### src/rtl/program_sequencer_if.sv
// Sequencer bus: program-load port, processor DIN/Run/Done handshake and status.
interface program_sequencer_if #(
  parameter int unsigned AW = 4
);
  logic          Start;
  logic          ProgWe;
  logic [AW-1:0] ProgAddr;
  logic [8:0]    ProgData;
  logic          Done;
  logic          Run;
  logic [8:0]    DOUT;
  logic [AW-1:0] Pc;
  logic          Busy;
  logic          Halted;
  logic          Error;

  modport master (
    input  Start, ProgWe, ProgAddr, ProgData, Done,
    output Run, DOUT, Pc, Busy, Halted, Error
  );

  modport slave (
    output Start, ProgWe, ProgAddr, ProgData, Done,
    input  Run, DOUT, Pc, Busy, Halted, Error
  );
endinterface

### src/rtl/program_sequencer.sv
// Instruction sequencer feeding the 9-bit processor's DIN/Run from a small program memory.
// Optional single-step mode: define SEQ_STEP_EN to add the Step input and PAUSE state.
module program_sequencer #(
  parameter int unsigned AW      = 4,
  parameter int unsigned TIMEOUT = 8
) (
  input  logic Clk,
  input  logic Resetn,
`ifdef SEQ_STEP_EN
  input  logic Step,
`endif
  program_sequencer_if.master bus
);

  localparam int unsigned DEPTH    = 2**AW;
  localparam logic [7:0]  CNT_LAST = 8'(TIMEOUT - 1);
  localparam logic [2:0]  OP_MOVI  = 3'b001;
  localparam logic [2:0]  OP_HALT  = 3'b111;

  typedef enum logic [2:0] {
    S_IDLE,
    S_ISSUE,
    S_WAIT,
    S_HALT,
`ifdef SEQ_STEP_EN
    S_ERR,
    S_PAUSE
`else
    S_ERR
`endif
  } state_t;

  state_t        state, state_d;
  logic [8:0]    mem [DEPTH];
  logic          run_q, run_d;
  logic [8:0]    dout_q, dout_d;
  logic [AW-1:0] pc_q, pc_d;
  logic          halted_q, halted_d;
  logic          error_q, error_d;
  logic [7:0]    cnt_q, cnt_d;
  logic          imm_q, imm_d;
  logic [8:0]    word;
  logic          stopped;
  logic          done_ok;
  logic          expire;

  assign word    = mem[pc_q];
  assign stopped = (state == S_IDLE) || (state == S_HALT) || (state == S_ERR);
  // Done in the Run cycle (counter still 0) is not a completion.
  assign done_ok = bus.Done && (cnt_q != '0);
  assign expire  = (cnt_q == CNT_LAST) && !done_ok;

  always_ff @(posedge Clk) begin
    if (bus.ProgWe && stopped) mem[bus.ProgAddr] <= bus.ProgData;
  end

  always_comb begin
    state_d  = state;
    run_d    = 1'b0;
    dout_d   = dout_q;
    pc_d     = pc_q;
    halted_d = halted_q;
    error_d  = error_q;
    cnt_d    = cnt_q;
    imm_d    = imm_q;
    case (state)
      S_IDLE, S_HALT, S_ERR: begin
        if (bus.Start) begin
          halted_d = 1'b0;
          error_d  = 1'b0;
          pc_d     = '0;
          state_d  = S_ISSUE;
        end
      end
      S_ISSUE: begin
        if (word[8:6] == OP_HALT) begin
          halted_d = 1'b1;
          state_d  = S_HALT;
        end else begin
          dout_d  = word;
          run_d   = 1'b1;
          pc_d    = pc_q + 1'b1;
          cnt_d   = '0;
          imm_d   = (word[8:6] == OP_MOVI);
          state_d = S_WAIT;
        end
      end
      S_WAIT: begin
        cnt_d = cnt_q + 8'd1;
        // Immediate is presented from WAIT cycle 2; skipped if the watchdog fires first.
        if (imm_q && (cnt_q == 8'd1) && !expire) begin
          dout_d = word;
          pc_d   = pc_q + 1'b1;
        end
        if (done_ok) begin
`ifdef SEQ_STEP_EN
          state_d = S_PAUSE;
`else
          state_d = S_ISSUE;
`endif
        end else if (cnt_q == CNT_LAST) begin
          error_d = 1'b1;
          state_d = S_ERR;
        end
      end
`ifdef SEQ_STEP_EN
      S_PAUSE: begin
        if (Step) state_d = S_ISSUE;
      end
`endif
      default: state_d = S_IDLE;
    endcase
  end

  always_ff @(posedge Clk or negedge Resetn) begin
    if (!Resetn) begin
      state    <= S_IDLE;
      run_q    <= 1'b0;
      dout_q   <= '0;
      pc_q     <= '0;
      halted_q <= 1'b0;
      error_q  <= 1'b0;
      cnt_q    <= '0;
      imm_q    <= 1'b0;
    end else begin
      state    <= state_d;
      run_q    <= run_d;
      dout_q   <= dout_d;
      pc_q     <= pc_d;
      halted_q <= halted_d;
      error_q  <= error_d;
      cnt_q    <= cnt_d;
      imm_q    <= imm_d;
    end
  end

  assign bus.Run    = run_q;
  assign bus.DOUT   = dout_q;
  assign bus.Pc     = pc_q;
  assign bus.Busy   = !stopped;
  assign bus.Halted = halted_q;
  assign bus.Error  = error_q;

endmodule
### src/flat_wrapper.sv
// flat-port wrapper written by rule: the top's interface ports become plain ports
module program_sequencer_flat 
#(
  parameter int unsigned AW      = 4,
  parameter int unsigned TIMEOUT = 8
)
  (Clk, Resetn, bus_Start, bus_ProgWe, bus_ProgAddr, bus_ProgData, bus_Done, bus_Run, bus_DOUT, bus_Pc, bus_Busy, bus_Halted, bus_Error);
  program_sequencer_if #(.AW(AW)) bus_i ();
  input  logic Clk;
  input  logic Resetn;
  input wire logic [$bits(bus_i.Start)-1:0] bus_Start;
  input wire logic [$bits(bus_i.ProgWe)-1:0] bus_ProgWe;
  input wire logic [$bits(bus_i.ProgAddr)-1:0] bus_ProgAddr;
  input wire logic [$bits(bus_i.ProgData)-1:0] bus_ProgData;
  input wire logic [$bits(bus_i.Done)-1:0] bus_Done;
  output wire logic [$bits(bus_i.Run)-1:0] bus_Run;
  output wire logic [$bits(bus_i.DOUT)-1:0] bus_DOUT;
  output wire logic [$bits(bus_i.Pc)-1:0] bus_Pc;
  output wire logic [$bits(bus_i.Busy)-1:0] bus_Busy;
  output wire logic [$bits(bus_i.Halted)-1:0] bus_Halted;
  output wire logic [$bits(bus_i.Error)-1:0] bus_Error;
  assign bus_i.Start = bus_Start;
  assign bus_i.ProgWe = bus_ProgWe;
  assign bus_i.ProgAddr = bus_ProgAddr;
  assign bus_i.ProgData = bus_ProgData;
  assign bus_i.Done = bus_Done;
  assign bus_Run = bus_i.Run;
  assign bus_DOUT = bus_i.DOUT;
  assign bus_Pc = bus_i.Pc;
  assign bus_Busy = bus_i.Busy;
  assign bus_Halted = bus_i.Halted;
  assign bus_Error = bus_i.Error;
  program_sequencer #(.AW(AW), .TIMEOUT(TIMEOUT)) u_core (.Clk(Clk), .Resetn(Resetn), .bus(bus_i));
endmodule
### config.mk
export PLATFORM = sky130hd
export DESIGN_NAME = program_sequencer_flat
export DESIGN_NICKNAME = d
export VERILOG_FILES = /design/src/rtl/program_sequencer_if.sv /design/src/rtl/program_sequencer.sv /design/src/flat_wrapper.sv
export SDC_FILE = /design/constraint.sdc
export NUM_CORES = 1
export LEC_CHECK = 0
export ABC_CLOCK_PERIOD_IN_PS = 2900
export BUFFER_PORTS_ARGS = -buffer_cell sky130_fd_sc_hd__clkbuf_2
export CORE_UTILIZATION = 35
export CTS_CLUSTER_DIAMETER = 150
export CTS_CLUSTER_SIZE = 28
export DETAILED_ROUTE_END_ITERATION = 10
export PLACE_DENSITY = 0.47
export SLEW_MARGIN = 5
export SYNTH_ARGS = -nofsm -noshare
export SYNTH_HDL_FRONTEND = slang
export SYNTH_SLANG_ARGS = --single-unit
export TNS_END_PERCENT = 20
### constraint.sdc
create_clock -name Clk -period 2.9 [get_ports Clk]
set_input_delay 0.435 -clock Clk [delete_from_list [all_inputs] [get_ports Clk]]
set_output_delay 0.435 -clock Clk [all_outputs]
set_load 0.005 [all_outputs]
==> results.md <==
- GRT Overall Usage: 0.156
- Sequential share of the synthesized area: 0.700
- Yosys warning total: 0
- Crit Path Max Fanout: 11
- Via count: ~3700
- Synth Area per Inst: just under 20 sq um
- Final core occ: 0.412
- RSZ-0062 raised after global routing: false
- Post-DP Area: just under 0.008 sq mm
- Max-slew violation count: 0
- Final setup fails: 0
- Final hold vios: 0
- Post-synthesis cell area: approximately 0.007 sq mm
- Relative max-transition margin: 0.508
- FFs w/ async S/R, synth: 0.163
- Root buf cell: clkbuf_16
- Post-CTS sizing: 0
- Status: complete, no violations
- TritonCTS Buffers: 17
- R2r setup slk: between 0.5 and 0.6 ns
- Post-CTS setup repair buffer count: 0
- Die area: ~0.021 sq mm
- CP arrival: 2.70 ns
- CP cell instances: buf_4 -> mux4_1 -> mux4_2 -> mux2_4
- Area growth syn-to-layout: 15.8%
- Clock transition at path regs: 0.07 ns
- GPL Wtd Cong: between 0.7 and 0.8
- Worst EP required: 3.21 ns
- Maximum clock rate: between 400 and 500 MHz
- Post-Route Skew: between 0.009 and 0.01 ns
- Post-DP HPWL: 10100 microns
- Yosys cell types: 55
- DR vias/cell: 5.08
- Startpoint types: register
- Vias in the first global route: roughly 3800
- Initial antenna violation count: 0
- Worst skew pair latency: between 0.4 and 0.5 ns
- Cell count of the worst reg-to-reg path: 4
- CTS tree: done
- Type of the worst setup path: register to register
- Avg WL per Cell: between 20 and 25 microns
- Syn Inst Count: 371
- FF-to-FF Start: u_core.bus.Pc[0]
- Largest net degree at the start of global routing: 29
- First-pass GRT wire length: 23300 microns
- Core outline area: 0.0202 sq mm
- Final instance area: 0.00832 sq mm
- Starting density of the core: 0.356
- # H-tree levels: 4
- GRT Residual Overflow: 0
- Die height: 145 microns
- Layout cells sized above 1: 0.303
- Setup WS post-layout: between 0.5 and 0.6 ns
- Setup TNS: 0 ns
- Io pins: 35
- PD cells: roughly 850 mW/mm^2
- N_diodes: 0
- RR Endpoint: u_core.bus.DOUT[4]
- Slowest cell on crit path: mux4_1
- Post-route antenna net violation count: 0
- Number of flops mapped to enable cells by yosys: 144
- Slowest stage delay, CP: slightly above 0.6 ns
- Setup WS pre-CTS: roughly 0.48 ns
- First DRT Iteration DRCs: 206
- Lkg Pwr: 0.00290 uW
- Syn nets: 393
- Post-cts hold buffer count: 0
- Main flop type after synthesis: edfxtp_1
- Row count: between 50 and 60
- #FFs+latches synth: 172
- Die Span X: approximately 150 microns
- Max VDD drop: between 400 and 500 uV
- Hold crit path type: input pin to async pin
- PortBufs: 34
- Tightest Pin Transition: between 0.7 and 0.8 ns
- Max-cap violations: 0
- Crit path capture type: register
- Fin crit period: approximately 2.4 ns
- First-pass iteration count of the detailed router: 4
- DRC: 0
- Period utilisation layout: 0.825
- Clk buf depth: 2
- Final net count: approximately 460
- Detailed Route WL: approximately 16000 microns
- Total clock sinks: 172
## synth_stat cells (all sizes together) (5+ instances only)
cell type / n / share of area
edfxtp: 144 / 0.60
mux4: 42 / 0.14
dfrtp: 28 / 0.098
nor2: 24 / 0.013
nand2: 15 / 0.0078
buf: 12 / 0.015
inv: 10 / 0.0052
a21oi: 7 / 0.0049
a31oi: 7 / 0.010
mux2: 7 / 0.014
nand3: 7 / 0.0063
nor3: 6 / 0.0042
nand2b: 5 / 0.0044
nand4: 5 / 0.0044
## power by group
part           switching [uW]  internal [uW]
clock network             932           1150
logic                     979            965
registers                 169           2870
## stage by stage
stage,cells,total power (uW),hold WS (ns)
floorplan,371,4520,0.139
global placement,687,5040,0.466
detailed placement,687,5070,0.486
CTS,719,7160,0.0696
global route,719,7420,0.0931
finish,719,7060,0.0601
## critical path, delay by kind of cell, from the launching register on
| kind | cells | cell delay, ns |
|---|---|---|
| muxes | 3 | 1.41 |
| DFF | 1 | 0.59 |
| buffers and inverters | 1 | 0.27 |
## per-layer routing
metal,share of wire,global-route usage,vias to the layer above
li1,-,-,1659
met1,0.43,0.196,1908
met2,0.52,0.267,75
met3,0.030,0.0311,11
met4,0.011,0.0574,0
met5,0,0,-
## how the worst max path moves through the flow
| stage | to | slack, ns | start | cells after the start |
|---|---|---|---|---|
| after floorplan | u_core.mem[0][0] | 0.55 | u_core.state[1] | 6 |
| after global placement | u_core.bus.DOUT[2] | 0.50 | u_core.bus.Pc[0] | 4 |
| after detailed placement | u_core.bus.DOUT[4] | 0.48 | u_core.bus.Pc[0] | 4 |
| after CTS | u_core.bus.DOUT[4] | 0.47 | u_core.bus.Pc[0] | 4 |
| after global routing | u_core.bus.DOUT[0] | 0.38 | u_core.cnt_q[4] | 5 |
| final | u_core.bus.DOUT[4] | 0.51 | u_core.bus.Pc[0] | 4 |
## area by class of cell
type,count,area (sq um)
Clock buffer,21,460
Clock inverter,11,78.8
Fill cell,1807,11900
Inverter,10,37.5
Multi-Input combinational cell,174,2000
Sequential cell,172,5030
Tap cell,270,338
Timing Repair Buffer,61,373
## flip-flops by register name, indices dropped and copies added (netlist names)
signal             flops
u_core.bus.DOUT        9
u_core.bus.Error       1
u_core.bus.Halted      1
u_core.bus.Pc          4
u_core.bus.Run         1
u_core.cnt_q           8
u_core.imm_q           1
u_core.mem           144
u_core.state           3
## cells in the final DEF (no fill, tap or decap), types with 2 or more instances in the layout
cell type,count
clkbuf_16,17
inv_1,9
buf_4,27
clkbuf_8,2
nand2_1,15
xor2_1,4
nand3_2,2
clkbuf_1,2
nor2_1,24
clkbuf_2,34
nand2b_1,5
a31oi_1,5
and3_1,4
edfxtp_1,144
inv_6,4
ha_1,4
mux2i_4,2
dfrtp_1,27
inv_4,5
nand4_1,5
a21oi_1,7
mux4_1,20
nand4b_1,2
nand3_1,5
o2bb2ai_1,2
mux2_4,6
nor2b_1,3
mux4_2,22
nor3_1,5
a31oi_4,2
o22a_1,3
a22o_1,2
## logic make-up (layout without fill, tap and decap cells)
kind of cell / Yosys count / in the layout / synth area share
xor gates and xnor gates: 5 / 5 / 0.00610
and+or+nand+nor: 79 / 79 / 0.0591
muxes: 52 / 52 / 0.164
DFF: 172 / 172 / 0.700
AOI/OAI and AO/OA: 34 / 34 / 0.0423
adders and majority gates: 4 / 4 / 0.00697
buffers and inverters: 25 / 103 / 0.0218
Power figures use the tool's default switching activity.
